==> config.mk <==
export PLATFORM = sky130hd
export DESIGN_NAME = bcd_serial_addsub_ctrl
export DESIGN_NICKNAME = d
export VERILOG_FILES = /design/src/rtl/bcd_serial_addsub_ctrl.sv
export SDC_FILE = /design/constraint.sdc
export NUM_CORES = 1
export LEC_CHECK = 0
export ABC_AREA = 1
export CORE_ASPECT_RATIO = 1.4
export CORE_MARGIN = 5
export CORE_UTILIZATION = 30
export DETAILED_ROUTE_END_ITERATION = 7
export PLACE_DENSITY = 0.53
export SLEW_MARGIN = 25
export SYNTH_ARGS = -nofsm -noshare
export SYNTH_HDL_FRONTEND = slang
export SYNTH_SLANG_ARGS = --single-unit
==> constraint.sdc <==
create_clock -name clk -period 5.1 [get_ports clk]
set_clock_uncertainty 0.05 [all_clocks]
set_input_delay 0.765 -clock clk [delete_from_list [all_inputs] [get_ports clk]]
set_output_delay 0.765 -clock clk [all_outputs]
set_load 0.03 [all_outputs]
==> src/rtl/bcd_serial_addsub_ctrl.sv <==
// Purpose : N-digit packed-BCD add/subtract sequencer that drives one shared digit adder, LSD first.
// Latency : DIGITS+1 cycles from the start cycle to done (2*DIGITS+1 for a negative sub with BCD_SIGNMAG_EN).
// Backpr. : start is accepted only in IDLE or DONE; a start while busy is dropped, nothing is queued.
//
// Ports:
//   clk, rst          rising-edge clock, synchronous active-high reset
//   start, op, a, b   request, 0=A+B / 1=A-B, packed BCD operands (digit 0 in [3:0])
//   busy, done        operation in progress, one-cycle completion pulse
//   result, cout      packed BCD result, final decimal carry (sub: 1 means A >= B)
//   neg, err          negative sub result, an operand digit was > 9
//
// Optional feature macro: BCD_SIGNMAG_EN -- recomplement a negative difference into its magnitude.
module bcd_serial_addsub_ctrl #(
   parameter int DIGITS = 4
) (
   input  logic                clk,
   input  logic                rst,
   input  logic                start,
   input  logic                op,
   input  logic [4*DIGITS-1:0] a,
   input  logic [4*DIGITS-1:0] b,
   output logic                busy,
   output logic                done,
   output logic [4*DIGITS-1:0] result,
   output logic                cout,
   output logic                neg,
   output logic                err
);

   localparam int IW = $clog2(DIGITS);

`ifdef BCD_SIGNMAG_EN
   typedef enum logic [1:0] {S_IDLE = 2'd0, S_ADD = 2'd1, S_FIX = 2'd2, S_DONE = 2'd3} state_t;
`else
   typedef enum logic [1:0] {S_IDLE = 2'd0, S_ADD = 2'd1, S_DONE = 2'd3} state_t;
`endif

   state_t              state, state_nxt;
   logic [4*DIGITS-1:0] a_q, b_q, result_q;
   logic                op_q, carry, cout_q, neg_q, err_q;
   logic [IW-1:0]       idx;

   logic                accept, in_bad, last;
   logic [3:0]          dig_a, dig_b, dsum;
   logic [4:0]          bin;
   logic                dcarry;

   assign accept = start && (state == S_IDLE || state == S_DONE);
   assign last   = (idx == IW'(DIGITS - 1));

   // Any digit of either incoming operand above 9 rejects the whole request.
   always_comb begin
      in_bad = 1'b0;
      for (int i = 0; i < DIGITS; i++) begin
         if (a[4*i +: 4] > 4'd9 || b[4*i +: 4] > 4'd9) in_bad = 1'b1;
      end
   end

   // Shared digit adder. Subtraction feeds the 9's complement of B; the
   // recomplement pass feeds 9 - result digit against zero. The carry out of
   // the +6 correction is intentionally dropped by the 4-bit add.
   always_comb begin
      dig_a = a_q[4*idx +: 4];
      dig_b = op_q ? (4'd9 - b_q[4*idx +: 4]) : b_q[4*idx +: 4];
`ifdef BCD_SIGNMAG_EN
      if (state == S_FIX) begin
         dig_a = 4'd9 - result_q[4*idx +: 4];
         dig_b = 4'd0;
      end
`endif
      bin    = {1'b0, dig_a} + {1'b0, dig_b} + {4'b0000, carry};
      dcarry = 1'b0;
      dsum   = bin[3:0];
      if (bin > 5'd9) begin
         dsum   = bin[3:0] + 4'd6;
         dcarry = 1'b1;
      end
   end

   // State register
   always_ff @(posedge clk) begin
      if (rst) state <= S_IDLE;
      else     state <= state_nxt;
   end

   // Next-state logic
   always_comb begin
      state_nxt = state;
      case (state)
         S_IDLE, S_DONE: begin
            if (accept) state_nxt = in_bad ? S_DONE : S_ADD;
            else        state_nxt = S_IDLE;
         end
         S_ADD: begin
            if (last) begin
               state_nxt = S_DONE;
`ifdef BCD_SIGNMAG_EN
               if (op_q && !dcarry) state_nxt = S_FIX;
`endif
            end
         end
`ifdef BCD_SIGNMAG_EN
         S_FIX: begin
            if (last) state_nxt = S_DONE;
         end
`endif
         default: state_nxt = S_IDLE;
      endcase
   end

   // Output logic
   always_comb begin
      busy = 1'b0;
      done = 1'b0;
      case (state)
         S_ADD:   busy = 1'b1;
`ifdef BCD_SIGNMAG_EN
         S_FIX:   busy = 1'b1;
`endif
         S_DONE:  done = 1'b1;
         default: ;
      endcase
   end

   assign result = result_q;
   assign cout   = cout_q;
   assign neg    = neg_q;
   assign err    = err_q;

   // Operand latch, digit index, carry chain and result registers.
   always_ff @(posedge clk) begin
      if (rst) begin
         a_q      <= '0;
         b_q      <= '0;
         op_q     <= 1'b0;
         idx      <= '0;
         carry    <= 1'b0;
         result_q <= '0;
         cout_q   <= 1'b0;
         neg_q    <= 1'b0;
         err_q    <= 1'b0;
      end else if (accept) begin
         a_q      <= a;
         b_q      <= b;
         op_q     <= op;
         idx      <= '0;
         carry    <= op;          // +1 turns the 9's complement into the 10's complement
         result_q <= '0;
         cout_q   <= 1'b0;
         neg_q    <= 1'b0;
         err_q    <= in_bad;
      end else if (state == S_ADD) begin
         result_q[4*idx +: 4] <= dsum;
         if (last) begin
            idx    <= '0;
            carry  <= op_q & ~dcarry;   // recomplement pass starts with carry-in 1
            cout_q <= dcarry;
            neg_q  <= op_q & ~dcarry;
         end else begin
            idx   <= idx + 1'b1;
            carry <= dcarry;
         end
      end
`ifdef BCD_SIGNMAG_EN
      else if (state == S_FIX) begin
         result_q[4*idx +: 4] <= dsum;
         if (last) begin
            idx   <= '0;
            carry <= 1'b0;
         end else begin
            idx   <= idx + 1'b1;
            carry <= dcarry;
         end
      end
`endif
   end

endmodule

==> results of run 1 <==
[report_power, final]
group / total, W / internal (W) / leakage (nW) / switching, W
combinational: 0.000831 / 0.000294 / 0.895 / 0.000537
clock: 0.000576 / 0.000379 / 0.149 / 0.000197
sequential: 0.000563 / 0.000518 / 0.466 / 0.0000450
[through the flow]
stage	cells	power [W]
2_1_floorplan	392	0.00120
3_3_place_gp	543	0.00140
3_5_place_dp	543	0.00141
4_1_cts	559	0.00199
5_1_grt	559	0.00212
6_report	559	0.00197
[cell families (layout without fill, tap and decap cells)]
group,after synthesis,after routing
and+or+nand+nor,178,178
AOI/OAI and AO/OA,90,90
DFF,57,57
buffers and inverters,49,106
adders and majority gates,16,16
xor gates and xnor gates,2,2
[critical path: stages, from the launching register on]
cell,delay (ns)
sky130_fd_sc_hd__dfxtp_1,0.30
sky130_fd_sc_hd__inv_1,0.44
sky130_fd_sc_hd__nand2_1,0.12
sky130_fd_sc_hd__a32oi_1,0.38
sky130_fd_sc_hd__inv_1,0.09
sky130_fd_sc_hd__ha_1,0.28
sky130_fd_sc_hd__nand2_1,0.06
sky130_fd_sc_hd__o21ai_0,0.08
sky130_fd_sc_hd__ha_1,0.35
sky130_fd_sc_hd__inv_1,0.05
sky130_fd_sc_hd__nand2_1,0.07
sky130_fd_sc_hd__nand2_2,0.08
sky130_fd_sc_hd__ha_1,0.24
sky130_fd_sc_hd__nand2_1,0.07
sky130_fd_sc_hd__a21boi_4,0.19
sky130_fd_sc_hd__nand2_4,0.08
sky130_fd_sc_hd__nand2_4,0.10
sky130_fd_sc_hd__nand2_2,0.06
sky130_fd_sc_hd__nand2_2,0.09
sky130_fd_sc_hd__nand4_1,0.08
sky130_fd_sc_hd__a21oi_1,0.13
[sequential cells by signal, summed over array words and instances (netlist names)]
signal,cells
a_q,16
b_q,16
result,16
idx,2
state,2
carry,1
cout,1
err,1
neg,1
op_q,1
[layout make-up]
| class | count | area, um^2 |
|---|---|---|
| Clock buffer | 14 | 284 |
| Timing Repair Buffer | 59 | 583 |
| Inverter | 31 | 116 |
| Fill cell | 1000 | 5610 |
| Clock inverter | 2 | 10.0 |
| Multi-Input combinational cell | 286 | 1520 |
| Sequential cell | 57 | 1140 |
| Tap cell | 110 | 138 |
[final timing paths]
path / startpoint / to / slack, ns / depth (start not counted)
max: idx[0]$_SDFFE_PP0P_ / result[14]$_SDFFE_PP0P_ / 1.61 / 20
min: result[8]$_SDFFE_PP0P_ / result[8]$_SDFFE_PP0P_ / 0.41 / 2
max reg2reg: idx[0]$_SDFFE_PP0P_ / result[14]$_SDFFE_PP0P_ / 1.61 / 20
min reg2reg: result[8]$_SDFFE_PP0P_ / result[8]$_SDFFE_PP0P_ / 0.41 / 2
[synth_stat cells, drive strengths merged (2+ instances only)]
library cell	number
a21oi	52
clkbuf	8
ha	14
nand2	124
fa	2
nor2	27
a32o	2
a32oi	2
and2	2
a22oi	2
buf	10
o21ai	20
dfxtp	57
a211oi	4
nand3	13
o22ai	5
inv	30
nand4	8
[metal layers]
layer | part of all wire | global-route usage | up-vias
met1 | 0.44 | 0.155 | 1208
li1 | - | - | 1404
met2 | 0.50 | 0.226 | 48
met3 | 0.036 | 0.0343 | 12
met4 | 0.026 | 0.0744 | 0
met5 | 0 | 0 | -
==> reports/qor.log, run 1 <==
qor: run_status.run_status completed
qor: timing.tmin_final 3.49 ns
qor: timing.worst-slew-pin-transition 0.646 ns
qor: floorplanning.initial_core_util 0.303
qor: logic_synthesis.synth-adder-area-share 0.0754
qor: floorplanning.coreArea 9410 um^2
qor: cts.clock_sinks 57
qor: logic_synthesis.synth_top_area_frac 0.400
qor: logic_synthesis.synth_fp_nets 444
qor: logic_synthesis.post_synth_mux_area_share 0
qor: logic_synthesis.main_combinational_cell_family_by_area_after_synthesis simple AND/OR/NAND/NOR gates
qor: final_layout.antenna_cells 0
qor: floorplanning.die-area 11600 um^2
qor: worst_setup_path.crit_path_dat 3.69 ns
qor: final_layout.utilization 0.403
qor: cts.root_buffer sky130_fd_sc_hd__clkbuf_16
qor: logic_synthesis.avgSynthCellArea 7.28 um^2
qor: logic_synthesis.synth-seq-cells 57
qor: final_layout.fin_nets 496
qor: worst_setup_path.critical_path.max_fanout 23
qor: worst_setup_path.worst-setup-path-type reg -> reg
qor: cts.tritoncts yes
qor: final_layout.post_route_cells_drive_above_1_share 0.0802
qor: drt.route.detailed.vias_per_inst 4.78
qor: timing.finalSetupViolations 0
qor: floorplanning.die_width 92.4 um
qor: placement.dpl_cell_area 3500 um^2
qor: worst_setup_path.setup.worst_path.start_class register
qor: logic_synthesis.post_synth_inst_count 392
qor: logic_synthesis.synth-compound-area-share 0.181
qor: timing.finalMaxSlewViolations 0
qor: cts.cts_repair_resize_count 0
qor: floorplanning.boundaryPins 57
qor: timing.rsz0062_at_grt false
qor: cts.clkLatencyLatePin 0.33 ns
qor: worst_setup_path.setup.worst_path.end_class register
qor: placement.buffer_ports.inserted 56
qor: floorplanning.fp.dieH 125 um
qor: drt.post_drt_wl_per_cell 13.1 um
qor: final_layout.area.growth.synth_to_final 32.9%
qor: timing.period_share 0.683
qor: final_layout.layout.cells.most_common sky130_fd_sc_hd__nand2_1
qor: logic_synthesis.yosys_warnings 0
qor: placement.dp_worst_setup_slack 1.63 ns
qor: drt.vias 2672
qor: worst_setup_path.worst_ep_required_time 5.31 ns
qor: global_routing.largest_net_degree_at_the_start_of_global_routing 43
qor: final_layout.stdcell_area 3790 um^2
qor: global_routing.grt_first_pass_wirelength 12200 um
qor: cts.cts_htree_levels 3
qor: pwr.p_per_area 519 nW/um^2
qor: logic_synthesis.synth_area 2850 um^2
qor: global_routing.grt_antenna_before_repair 0
qor: logic_synthesis.synth_top_cells_by_area sky130_fd_sc_hd__dfxtp_1 (40%), sky130_fd_sc_hd__nand2_1 (15%), sky130_fd_sc_hd__a21oi_1 (8.8%)
qor: drt.detail_route.iter0.violations 131
qor: drt.remaining_drc_errors 0
qor: placement.detailedPlacementHpwl 5520 um
qor: logic_synthesis.top_flip_flop_cell_by_instance_count_after_synthesis sky130_fd_sc_hd__dfxtp_1
qor: timing.fmax 0.287 GHz
qor: drt.drt-total-wl 7330 um
qor: cts.post_cts_hold_buffer_count 0
qor: global_routing.globalRoute.totalOverflow 0
qor: logic_synthesis.distinct_cell_type_count_after_synthesis 34
qor: logic_synthesis.synthDominantAreaCellType sky130_fd_sc_hd__dfxtp_1
qor: job.cap_viol_max_count 0
qor: timing.relSlewSlack 0.569
qor: drt.drtPass1Iterations 6
qor: drt.route.antenna.remaining_nets 0
qor: pwr.worst_vdd_ir 0.000174 V
qor: min_path.holdCritPathClass reg -> reg
qor: cts.max-clock-path-buffers 2
qor: floorplanning.core.rowCount 42
qor: cts.clk_transition_reported_paths 0.05 ns
qor: cts.cts_buffers 9
qor: logic_synthesis.synth_enable_flop_cells 0
qor: logic_synthesis.synth_xor_area_frac 0.00614
qor: pwr.power.leakage 1.51 nW
qor: logic_synthesis.synth_simple_gate_area_frac 0.270
qor: timing.worst_hold_slack 0.413 ns
qor: final_layout.most-common-layout-cells sky130_fd_sc_hd__nand2_1 (114), sky130_fd_sc_hd__dfxtp_1 (57), sky130_fd_sc_hd__clkdlybuf4s50_1 (56)
qor: timing.setup_tns 0 ns
qor: logic_synthesis.async_flop_share 0
qor: global_routing.global_route_usage_over_all_layers 0.135
qor: global_routing.vias_in_the_first_global_route 2589
qor: timing.hold_violations 0
qor: timing.postLayoutSetupSlackWorst 1.61 ns
qor: cts.cts_setup_buffers 0
qor: placement.routabilityCongestion 0.837
qor: logic_synthesis.synth_seq_area_share 0.400
Note: power is estimated with default switching activity, not from simulation.
==> inputs of run 2 (changes only) <==
--- a/config.mk
+++ b/config.mk
@@ -10,7 +10,7 @@
 export CORE_MARGIN = 5
 export CORE_UTILIZATION = 30
 export DETAILED_ROUTE_END_ITERATION = 7
-export PLACE_DENSITY = 0.53
+export PLACE_DENSITY = 0.55
 export SLEW_MARGIN = 25
 export SYNTH_ARGS = -nofsm -noshare
 export SYNTH_HDL_FRONTEND = slang
==> constraint.sdc (replaced) <==
create_clock -name clk -period 3.1 [get_ports clk]
set_clock_uncertainty 0.05 [all_clocks]
set_input_delay 0.465 -clock clk [delete_from_list [all_inputs] [get_ports clk]]
set_output_delay 0.465 -clock clk [all_outputs]
set_load 0.03 [all_outputs]
==> reports/qor.log, run 2 (synthesis results as in run 1) <==
qor: final_layout.filler_cell_count 983 [was 1000]
qor: worst_setup_path.critical_path.max_fanout 7 [was 23]
qor: min_path.holdCritPathClass reg -> reg [unchanged]
qor: timing.period_share 0.972 [was 0.683]
qor: cts.cts_htree_levels 3 [unchanged]
qor: floorplanning.boundaryPins 57 [unchanged]
qor: cts.max-clock-path-buffers 2 [unchanged]
qor: placement.dp_worst_setup_slack -0.0988 ns [was 1.63 ns]
qor: timing.postLayoutSetupSlackWorst 0.0870 ns [was 1.61 ns]
qor: run_status.run_status completed [unchanged]
qor: cts.cts_buffers 9 [unchanged]
qor: cts.root_buffer sky130_fd_sc_hd__clkbuf_16 [unchanged]
qor: floorplanning.core.rowCount 42 [unchanged]
qor: placement.detailedPlacementHpwl 5650 um [was 5520 um]
qor: drt.drt-total-wl 7390 um [was 7330 um]
qor: worst_setup_path.worst-setup-path-type reg -> reg [unchanged]
qor: worst_setup_path.worst_ep_required_time 3.25 ns [was 5.31 ns]
qor: final_layout.layout.cells.most_common sky130_fd_sc_hd__nand2_1 [unchanged]
qor: drt.drtPass1Iterations 4 [was 6]
qor: drt.route.antenna.remaining_nets 0 [unchanged]
qor: global_routing.grt_antenna_before_repair 0 [unchanged]
qor: worst_setup_path.setup.worst_path.start_class register [unchanged]
qor: placement.routabilityCongestion 0.836 [was 0.837]
qor: drt.post_drt_wl_per_cell 12.9 um [was 13.1 um]
qor: floorplanning.die-area 11600 um^2 [unchanged]
qor: global_routing.largest_net_degree_at_the_start_of_global_routing 42 [was 43]
qor: floorplanning.die_width 92.4 um [unchanged]
qor: drt.detail_route.iter0.violations 110 [was 131]
qor: timing.finalSetupViolations 0 [unchanged]
qor: final_layout.area.growth.synth_to_final 39.4% [was 32.9%]
qor: cts.clock_sinks 57 [unchanged]
qor: placement.dpl_cell_area 3560 um^2 [was 3500 um^2]
qor: worst_setup_path.crit_path_dat 3.16 ns [was 3.69 ns]
qor: placement.buffer_ports.inserted 56 [unchanged]
qor: timing.tmin_final 3.01 ns [was 3.49 ns]
qor: pwr.p_per_area 856 nW/um^2 [was 519 nW/um^2]
qor: worst_setup_path.setup.worst_path.end_class register [unchanged]
qor: floorplanning.fp.dieH 125 um [unchanged]
qor: global_routing.vias_in_the_first_global_route 2717 [was 2589]
qor: pwr.worst_vdd_ir 0.000314 V [was 0.000174 V]
qor: global_routing.global_route_usage_over_all_layers 0.134 [was 0.135]
qor: drt.vias 2739 [was 2672]
qor: final_layout.most-common-layout-cells sky130_fd_sc_hd__nand2_1 (113), sky130_fd_sc_hd__clkdlybuf4s50_1 (56), sky130_fd_sc_hd__dfxtp_1 (55) [was sky130_fd_sc_hd__nand2_1 (114), sky130_fd_sc_hd__dfxtp_1 (57), sky130_fd_sc_hd__clkdlybuf4s50_1 (56)]
qor: worst_setup_path.worst-r2r-setup-slack 0.09 ns [was 1.61 ns]
qor: global_routing.globalRoute.totalOverflow 0 [unchanged]
qor: floorplanning.coreArea 9410 um^2 [unchanged]
qor: final_layout.fin_nets 510 [was 496]
qor: final_layout.antenna_cells 0 [unchanged]
qor: cts.clkLatencyLatePin 0.33 ns [about the same]
qor: floorplanning.initial_core_util 0.303 [unchanged]
qor: cts.clk_transition_reported_paths 0.05 ns [about the same]
qor: final_layout.post_route_cells_drive_above_1_share 0.137 [was 0.0802]
qor: timing.worst_hold_slack 0.408 ns [was 0.413 ns]
qor: drt.remaining_drc_errors 0 [unchanged]
qor: cts.tritoncts yes [unchanged]
qor: final_layout.stdcell_area 3980 um^2 [was 3790 um^2]
qor: timing.fmax 0.332 GHz [was 0.287 GHz]
qor: timing.worst-slew-pin-transition 0.461 ns [was 0.646 ns]
qor: timing.relSlewSlack 0.693 [was 0.569]
qor: timing.finalMaxSlewViolations 0 [unchanged]
qor: drt.route.detailed.vias_per_inst 4.80 [was 4.78]
qor: job.cap_viol_max_count 0 [unchanged]
qor: global_routing.grt_first_pass_wirelength 12400 um [was 12200 um]
qor: timing.hold_violations 0 [unchanged]
qor: pwr.power.leakage 1.57 nW [was 1.51 nW]
[run 2: critical path: stages (launching register included)]
cell and delay, ns:
sky130_fd_sc_hd__dfxtp_4 0.36, sky130_fd_sc_hd__buf_6 0.13, sky130_fd_sc_hd__nor2_1 0.13, sky130_fd_sc_hd__o22ai_2 0.12, sky130_fd_sc_hd__xor2_2 0.20, sky130_fd_sc_hd__fa_2 0.36, sky130_fd_sc_hd__inv_2 0.08, sky130_fd_sc_hd__fa_2 0.45
sky130_fd_sc_hd__inv_2 0.10, sky130_fd_sc_hd__ha_4 0.14, sky130_fd_sc_hd__nand2_2 0.04, sky130_fd_sc_hd__a21boi_4 0.14, sky130_fd_sc_hd__nand2_4 0.10, sky130_fd_sc_hd__nand2_8 0.07, sky130_fd_sc_hd__or2_0 0.24, sky130_fd_sc_hd__nand3_1 0.10
sky130_fd_sc_hd__a21oi_1 0.07
[run 2: layout make-up]
type / instances / area (um^2) / area share
Tap cell: 110 / 138 / 0.0346
Sequential cell: 57 / 1150 / 0.288
Inverter: 31 / 124 / 0.0311
Clock buffer: 14 / 264 / 0.0664
Timing Repair Buffer: 73 / 699 / 0.176
Multi-Input combinational cell: 286 / 1610 / 0.404
[run 2: worst paths after layout]
path	to	from	cells past startpoint
setup reg to reg	carry$_SDFFE_PP0P_	idx[0]$_SDFFE_PP0P_	16
hold / removal	result[11]$_SDFFE_PP0P_	result[11]$_SDFFE_PP0P_	2
hold reg to reg	result[11]$_SDFFE_PP0P_	result[11]$_SDFFE_PP0P_	2
setup / recovery	carry$_SDFFE_PP0P_	idx[0]$_SDFFE_PP0P_	16
[run 2: where the power goes]
part           internal, W  total, W  switching (W)
clock network     0.000573  0.000870       0.000297
logic             0.000625   0.00160       0.000979
registers         0.000854  0.000931      0.0000770
[run 2: routing by layer]
| layer | track usage | vias up | wire length, um |
|---|---|---|---|
| met3 | 0.0349 | 12 | 235 |
| li1 | - | 1428 | - |
| met4 | 0.0665 | 0 | 184 |
| met5 | 0 | - | 0 |
| met2 | 0.232 | 45 | 3770 |
| met1 | 0.149 | 1254 | 3200 |
[run 2: what timing repair did]
item,CTS,global route
gates cloned,0,0
hold buffers,0,0
pin swaps,0,12
setup buffers,0,6
resized for setup,5,27
endpoints found under the hold margin,0,0
setup endpoints to repair,11,15
[run 2: through the flow]
step,TNS [ns],utilization,std cells,power (W)
after floorplan,0,-,392,0.00198
after global placement,-0.111,0.378,551,0.00232
after detailed placement,-0.373,0.378,551,0.00234
after CTS,0,0.407,565,0.00323
after global routing,-0.114,0.423,571,0.00367
final,0,0.423,571,0.00340
